File: src/rtl/enc_dec_op_sequencer.sv
// Runs one encoder/decoder operation per CTRL write: encode, decode, or the full
// encode -> noise -> decode chain over req/ack handshakes, with a per-request timeout.
module enc_dec_op_sequencer #(
    parameter int DATA_WIDTH     = 32,
    parameter int TIMEOUT_CYCLES = 16,
    parameter int TO_CNT_W       = 5
) (
    input  logic                  clk,
    input  logic                  rstn,
    input  logic                  start,
    input  logic [1:0]            ctrl,
    input  logic [1:0]            width_sel,
    input  logic [DATA_WIDTH-1:0] data_in,
    input  logic [DATA_WIDTH-1:0] noise,
    output logic                  enc_req,
    output logic [DATA_WIDTH-1:0] enc_word,
    input  logic                  enc_ack,
    input  logic [DATA_WIDTH-1:0] enc_result,
    output logic                  dec_req,
    output logic [DATA_WIDTH-1:0] dec_word,
    input  logic                  dec_ack,
    input  logic [DATA_WIDTH-1:0] dec_result,
    input  logic [1:0]            dec_nerr,
    output logic [DATA_WIDTH-1:0] data_out,
    output logic [1:0]            num_of_errors,
    output logic                  operation_done,
    output logic                  op_error,
    output logic                  busy
);

    // state    | meaning
    // IDLE     | waiting for start
    // ENC_REQ  | encoder request outstanding
    // DEC_REQ  | decoder request outstanding
    // DONE     | success, done pulse issued on exit
    // FAIL     | illegal op or timeout, done + op_error pulse issued on exit
    localparam logic [2:0] S_IDLE = 3'd0;
    localparam logic [2:0] S_ENC  = 3'd1;
    localparam logic [2:0] S_DEC  = 3'd2;
    localparam logic [2:0] S_DONE = 3'd3;
    localparam logic [2:0] S_FAIL = 3'd4;

    localparam logic [1:0] OP_DEC  = 2'b01;
    localparam logic [1:0] OP_FULL = 2'b10;
    localparam logic [1:0] OP_ILL  = 2'b11;
    localparam logic [1:0] WS_ILL  = 2'b11;

    localparam logic [TO_CNT_W-1:0] TO_LAST = TO_CNT_W'(TIMEOUT_CYCLES - 1);

    logic [2:0]            state;
    logic [1:0]            op_q;
    logic [1:0]            ws_q;
    logic [DATA_WIDTH-1:0] data_q;
    logic [DATA_WIDTH-1:0] noise_q;
    logic [DATA_WIDTH-1:0] cw_q;
    logic [TO_CNT_W-1:0]   to_cnt;
    logic [DATA_WIDTH-1:0] cmask;
    logic [DATA_WIDTH-1:0] imask;
    logic                  to_hit;

    function automatic logic [DATA_WIDTH-1:0] low_ones(input int n);
        logic [DATA_WIDTH-1:0] m;
        m = '0;
        for (int i = 0; i < DATA_WIDTH; i++) begin
            m[i] = (i < n);
        end
        return m;
    endfunction

    always_comb begin
        cmask = '0;
        imask = '0;
        case (ws_q)
            2'b00: begin cmask = low_ones(8);  imask = low_ones(4);  end
            2'b01: begin cmask = low_ones(16); imask = low_ones(11); end
            2'b10: begin cmask = low_ones(32); imask = low_ones(26); end
            default: begin cmask = '0; imask = '0; end
        endcase
    end

    // Request outputs decode straight from state so reset removes them asynchronously.
    assign enc_req  = (state == S_ENC);
    assign dec_req  = (state == S_DEC);
    assign busy     = (state != S_IDLE);
    assign enc_word = enc_req ? (data_q & imask) : '0;
    assign dec_word = dec_req ? ((op_q == OP_FULL) ? cw_q : (data_q & cmask)) : '0;
    assign to_hit   = (to_cnt == TO_LAST);

    always_ff @(posedge clk or negedge rstn) begin
        if (!rstn) begin
            state          <= S_IDLE;
            op_q           <= '0;
            ws_q           <= '0;
            data_q         <= '0;
            noise_q        <= '0;
            cw_q           <= '0;
            to_cnt         <= '0;
            data_out       <= '0;
            num_of_errors  <= '0;
            operation_done <= 1'b0;
            op_error       <= 1'b0;
        end else begin
            operation_done <= 1'b0;
            op_error       <= 1'b0;
            case (state)
                S_IDLE: begin
                    if (start) begin
                        op_q    <= ctrl;
                        ws_q    <= width_sel;
                        data_q  <= data_in;
                        noise_q <= noise;
                        to_cnt  <= '0;
                        if (ctrl == OP_ILL || width_sel == WS_ILL) begin
                            state <= S_FAIL;
                        end else if (ctrl == OP_DEC) begin
                            state <= S_DEC;
                        end else begin
                            state <= S_ENC;
                        end
                    end
                end
                S_ENC: begin
                    // ack is checked before the terminal count so a last-cycle ack still succeeds
                    if (enc_ack) begin
                        if (op_q == OP_FULL) begin
                            cw_q   <= (enc_result ^ noise_q) & cmask;
                            to_cnt <= '0;
                            state  <= S_DEC;
                        end else begin
                            data_out      <= enc_result & cmask;
                            num_of_errors <= 2'd0;
                            state         <= S_DONE;
                        end
                    end else if (to_hit) begin
                        state <= S_FAIL;
                    end else begin
                        to_cnt <= to_cnt + TO_CNT_W'(1);
                    end
                end
                S_DEC: begin
                    if (dec_ack) begin
                        data_out      <= dec_result & imask;
                        num_of_errors <= dec_nerr;
                        state         <= S_DONE;
                    end else if (to_hit) begin
                        state <= S_FAIL;
                    end else begin
                        to_cnt <= to_cnt + TO_CNT_W'(1);
                    end
                end
                S_DONE: begin
                    operation_done <= 1'b1;
                    state          <= S_IDLE;
                end
                S_FAIL: begin
                    operation_done <= 1'b1;
                    op_error       <= 1'b1;
                    num_of_errors  <= 2'd3;
                    state          <= S_IDLE;
                end
                default: state <= S_IDLE;
            endcase
        end
    end

endmodule

File: config.mk
export PLATFORM = sky130hd
export DESIGN_NAME = enc_dec_op_sequencer
export DESIGN_NICKNAME = d
export VERILOG_FILES = /design/src/rtl/enc_dec_op_sequencer.sv
export SDC_FILE = /design/constraint.sdc
export NUM_CORES = 1
export LEC_CHECK = 0
export ABC_AREA = 0
export CAP_MARGIN = 10
export CORE_MARGIN = 3
export CORE_UTILIZATION = 27
export CTS_CLUSTER_SIZE = 30
export DETAILED_ROUTE_END_ITERATION = 8
export SLEW_MARGIN = 25
export SYNTH_ARGS = -nofsm -noshare
export SYNTH_HDL_FRONTEND = slang
export SYNTH_SLANG_ARGS = --single-unit
File: constraint.sdc
create_clock -name clk -period 4.4 [get_ports clk]
set_input_delay 0.88 -clock clk [delete_from_list [all_inputs] [get_ports clk]]
set_output_delay 0.88 -clock clk [all_outputs]
set_load 0.1 [all_outputs]
======== Word level (Yosys, flattened, before mapping) ========
Index checks and enable logic that the tools add are counted.
W data, S select, Z words.
storage, ports and cells
  output and inout bits ................... 103
  register bits after elaboration ......... 144
  input port bits ......................... 139
  logic and storage cells ................. 77
operators by class
  bitwise gates (word level) .............. 6
  add/subtract/negate cells ............... 1
  multiplexer cells ....................... 29
  reduce and logical (&&, ||, !) cells .... 13
  eq/ne operators ......................... 17
operators by type and width
  cell                   number
  $mux W32               6
  $and A32 B32 Y32       5
  $pmux W32 S3           1
  $pmux W26 S3           1
  $pmux W32 S2           1
  $xor A32 B32 Y32       1
  $mux W5                5
  $mux W3                5
  $pmux W5 S3            1
  $reduce_and A4 Y1      3
  $pmux W3 S3            1
  $reduce_bool A3 Y1     3
  $eq A2 B2 Y1 const B   4
  $mux W2                4
  $eq A3 B2 Y1 const B   2
  $ne A2 B2 Y1 const B   3
  $pmux W2 S3            1
  $add A5 B1 Y5 const B  1
  $eq A5 B4 Y1 const B   1
  $eq A2 B1 Y1 const B   2
  $ne A2 B1 Y1 const B   2
  $eq A3 B1 Y1 const B   1
  $eq A3 B3 Y1 const B   1
  $logic_not A3 Y1       1
  other kinds (8)        10

======== Depth between registers and ports, before layout ========
  depth after elaboration ................. 6
  gate-level depth with buffers ........... 7
  gate-level depth less buffers ........... 5

======== Worst setup path before layout ========
Ideal clock, no wire load.
  path type ............................... reg2out
  start ................................... register state[2]
  end ..................................... output port dec_word[11]
  buffers on the path ..................... 4
  cell stages (with the launch flop) ...... 7
  slack ................................... 0.518 ns
  required time ........................... 3.520 ns
  arrival ................................. 3.002 ns
  cell sequence ........................... dfrtp_1 or3b_1 buf_2 buf_1 buf_1 buf_1 a21oi_1
between the ends
  cells in the longest elaborated chain, start to end .. 2
ends and longest elaborated chain
  element                 RTL line  source
  from (decl)             50        logic [2:0] state;
  from (signal assigned)  91        state <= S_IDLE;
  from (signal assigned)  114       state <= S_FAIL;
  from (signal assigned)  116       state <= S_DEC;
  $eq A3 B2 Y1            83        assign dec_req = (state == S_DEC);
  $mux W32                86        assign dec_word = dec_req ? ((op_q == OP_FULL) ? cw_q : (data_q & cmask)) : '0;
  to (decl)               20        output logic [DATA_WIDTH-1:0] dec_word,
Every way passes these cells.

======== Final worst setup path ========
  start ................................... register state[2]
  end ..................................... output port enc_word[19]
between the ends
  cells in the longest elaborated chain, start to end .. 2
ends and longest elaborated chain
  element       RTL line  source
  $eq A3 B1 Y1  82        assign enc_req = (state == S_ENC);
  $mux W32      85        assign enc_word = enc_req ? (data_q & imask) : '0;
  to (decl)     16        output logic [DATA_WIDTH-1:0] enc_word,
Every way passes these cells.

==> results.toml <==
[timing]
slew_headroom_pct = 31.2
fin_crit_ps = 3350
rsz0062_at_grt = "no"
tightest_slew_ps = 1030
setup_tns_ps = 0
maxSlewViolCount = 0
setup_viol = 0
skew_ps = 13.4
hold_viol = 0
clock.fmax_mhz = 299
fin_crit_sh_pct = 76.1

[clock_tree]
numCtsBuffers = 17
post_cts_buffers = 0
h-tree-depth = 4
root_buffer = "clkbuf_16"
cts.repair.resized = 0
clk_latency_ps = 420
clkTransAtPathRegs_ps = 60
clk_path_buf_depth = 2
ctsHoldBuffers = 0
cts_tree = "done"
cts.sinks = 144

[routing]
drc = 0
wl_per_cell_um = 18.3
first_pass_iters = 5
drtIter0Drc = 420
drtAntennaViolNets = 0
routed_wl_um = 22800
vias = 5822
viasPerCell = 4.67

[logic_synthesis]
syn_area_per_cell_um2 = 10.4
synthDistinctLibCells = 51
synth_top_flop_cell = "dfrtp_1"
yosysSeqAreaShare_pct = 50.3
synth_seq_cells = 144
synth_edf_count = 0
netlist_top_cells_area = "dfrtp_1 (50%), mux2_2 (12%), nand2_1 (7.0%), nand3b_1 (3.0%), a21oi_1 (3.0%)"
synth_top_cell_by_area = "dfrtp_1"
yosysTopAreaCellShare_pct = 50.3
post_synth_inst_count = 691
ys_async_sr_fraction_pct = 100
synth_area_um2 = 7160
yosysWarnings = 0

[grt]
grt_first_pass_wirelength_um = 35400
overflow = 0
grt_max_degree = 89
track_usage_pct = 16.0
grt_pass1_vias = 5854
grt_antenna_before_repair = 2

[power]
leakagePower_uw = 0.00437
vdd_drop_max_mv = 0.413
p_per_area_nw_per_um2 = 793

[setup_path]
crit_type = "flop to output port"
r2r_cells = 5
critPathCaptureType = "output port"
worstPathRequired_ps = 3520
arrival_ps = 2470
startpoint_type = "flop"
critPathMaxFanout = 20

[min_path]
hp-class = "flop to flop"
holdPathStages = 2

[placed_design]
portBuffers = 229
gp_congestion = 0.828
place_inst = 1212
post-dp-hpwl_um = 16600

[final_layout]
fin_cells = 1246
syn_to_final_growth_pct = 42.8
drive_gt1_share_pct = 21.0
final_nets = 1043

[flow_run]
maxCapViolCount = 0

[floorplan]
die_x_um = 169
die_h_um = 169
core_um2 = 25600
ios = 242
die_area_um2 = 28500
start_util_pct = 27.9
row_count = 58

[run_status]
status = "finished, final reports clean"
[routing by layer]
metal	wire length (um)	share of wire [%]	up-vias	global-route usage, %
li1	-	-	2812	-
met1	10600	47	2824	22.3
met2	10600	47	167	24.8
met3	1220	5.4	19	3.78
met4	289	1.3	0	4.94
met5	0	0	-	0
[worst paths after layout]
| check | startpoint | to | slack [ps] |
|---|---|---|---|
| worst max-delay path | state[2] | enc_word[19] | 1050 |
| worst min-delay path | cw_q[12] | cw_q[12] | 480 |
| worst max register to register | state[2] | cw_q[0] | 1560 |
| worst min register to register | cw_q[12] | cw_q[12] | 480 |
| max in group asynchronous | rstn | data_out[17] | 3000 |
| min in group asynchronous | rstn | data_q[7] | 510 |
[cells in the final DEF, fill, tap and decap left out, types with 2 or more instances in the layout]
cell             synthesis  routed
ha_1                     3       2
nor3_1                   2       2
mux2i_1                  2       2
xor2_1                  16      16
clkbuf_16                0      17
o31ai_1                 22      22
conb_1                   1       6
and2_1                  11      11
diode_2                  0       2
inv_1                    5       5
a21oi_1                 43      43
dfrtp_1                144     144
nand2_1                133     133
clkinvlp_4               0       2
mux2_2                  76      76
nand3_1                 27      27
nand3b_1                29      29
clkbuf_8                 0       3
mux2_1                  18      18
a21boi_0                11      11
o21bai_1                 2       2
xnor2_1                 16      16
clkdlybuf4s50_1          0     168
nor2_2                   2       2
and3_1                  15      15
clkinv_4                 0       3
inv_6                    0       2
buf_4                    6      72
bufinv_16                0       3
a22oi_1                  2       2
o21ai_0                 27      27
nor2_1                   4       4
[report_power, final]
part	switching, uW	internal, uW	leakage (uW)
Clock	597	944	0.000300
Combinational	2880	1390	0.00226
Sequential	368	1920	0.00180
[cells in the mapped netlist (16+ instances only)]
| cell | instances |
|---|---|
| nand3b_1 | 29 |
| a21oi_1 | 43 |
| o21ai_0 | 27 |
| mux2_2 | 76 |
| nand2_1 | 133 |
| o31ai_1 | 22 |
| dfrtp_1 | 144 |
| mux2_1 | 18 |
| clkbuf_1 | 34 |
| xnor2_1 | 16 |
| xor2_1 | 16 |
| nand3_1 | 27 |
[worst max-delay path, cell delays in order, from the launching register on]
cell,delay [ps]
dfrtp_1,440
or3b_1,530
inv_1,530
and3_1,250
buf_4,290
[registers in the layout (all words and copies together), names as in the netlist]
register	cells
operation_done	1
cw_q	32
data_q	32
noise_q	32
op_error	1
state	3
data_out	32
op_q	2
num_of_errors	2
ws_q	2
to_cnt	5
[cell type report]
type	count	area [um^2]
Tap cell	330	413
Inverter	6	22.5
Clock buffer	21	470
Sequential cell	144	3600
Antenna cell	2	5.00
Clock inverter	11	154
Multi-Input combinational cell	490	3300
Timing Repair Buffer	242	2250
Fill cell	2525	15400
[per-stage QoR]
step                util [%]  worst slack, ps  cell area, um^2  hold WS (ps)  total power, uW
floorplan                  -              518             7180           448             5510
global placement        37.5             1480             9600           461             6570
detailed placement      37.5             1470             9600           465             6620
CTS                     39.9              995            10200           481             8200
global route            39.9              900            10200           494             8570
finish                  39.9             1050            10200           477             8110
[kinds of logic (layout without fill, tap and decap cells)]
group / Yosys count / after routing / synth area share (%)
AO/OA/AOI/OAI: 116 / 116 / 9.79
XOR/XNOR: 32 / 32 / 3.92
adder cells (fa/ha/maj): 3 / 3 / 0.524
buffers and inverters: 62 / 280 / 3.93
flip-flops: 144 / 144 / 50.3
multiplexers: 96 / 96 / 15.1
other: 1 / 8 / 0.0524
AND/OR/NAND/NOR: 237 / 237 / 16.4
(Power assumes the default switching activity.)
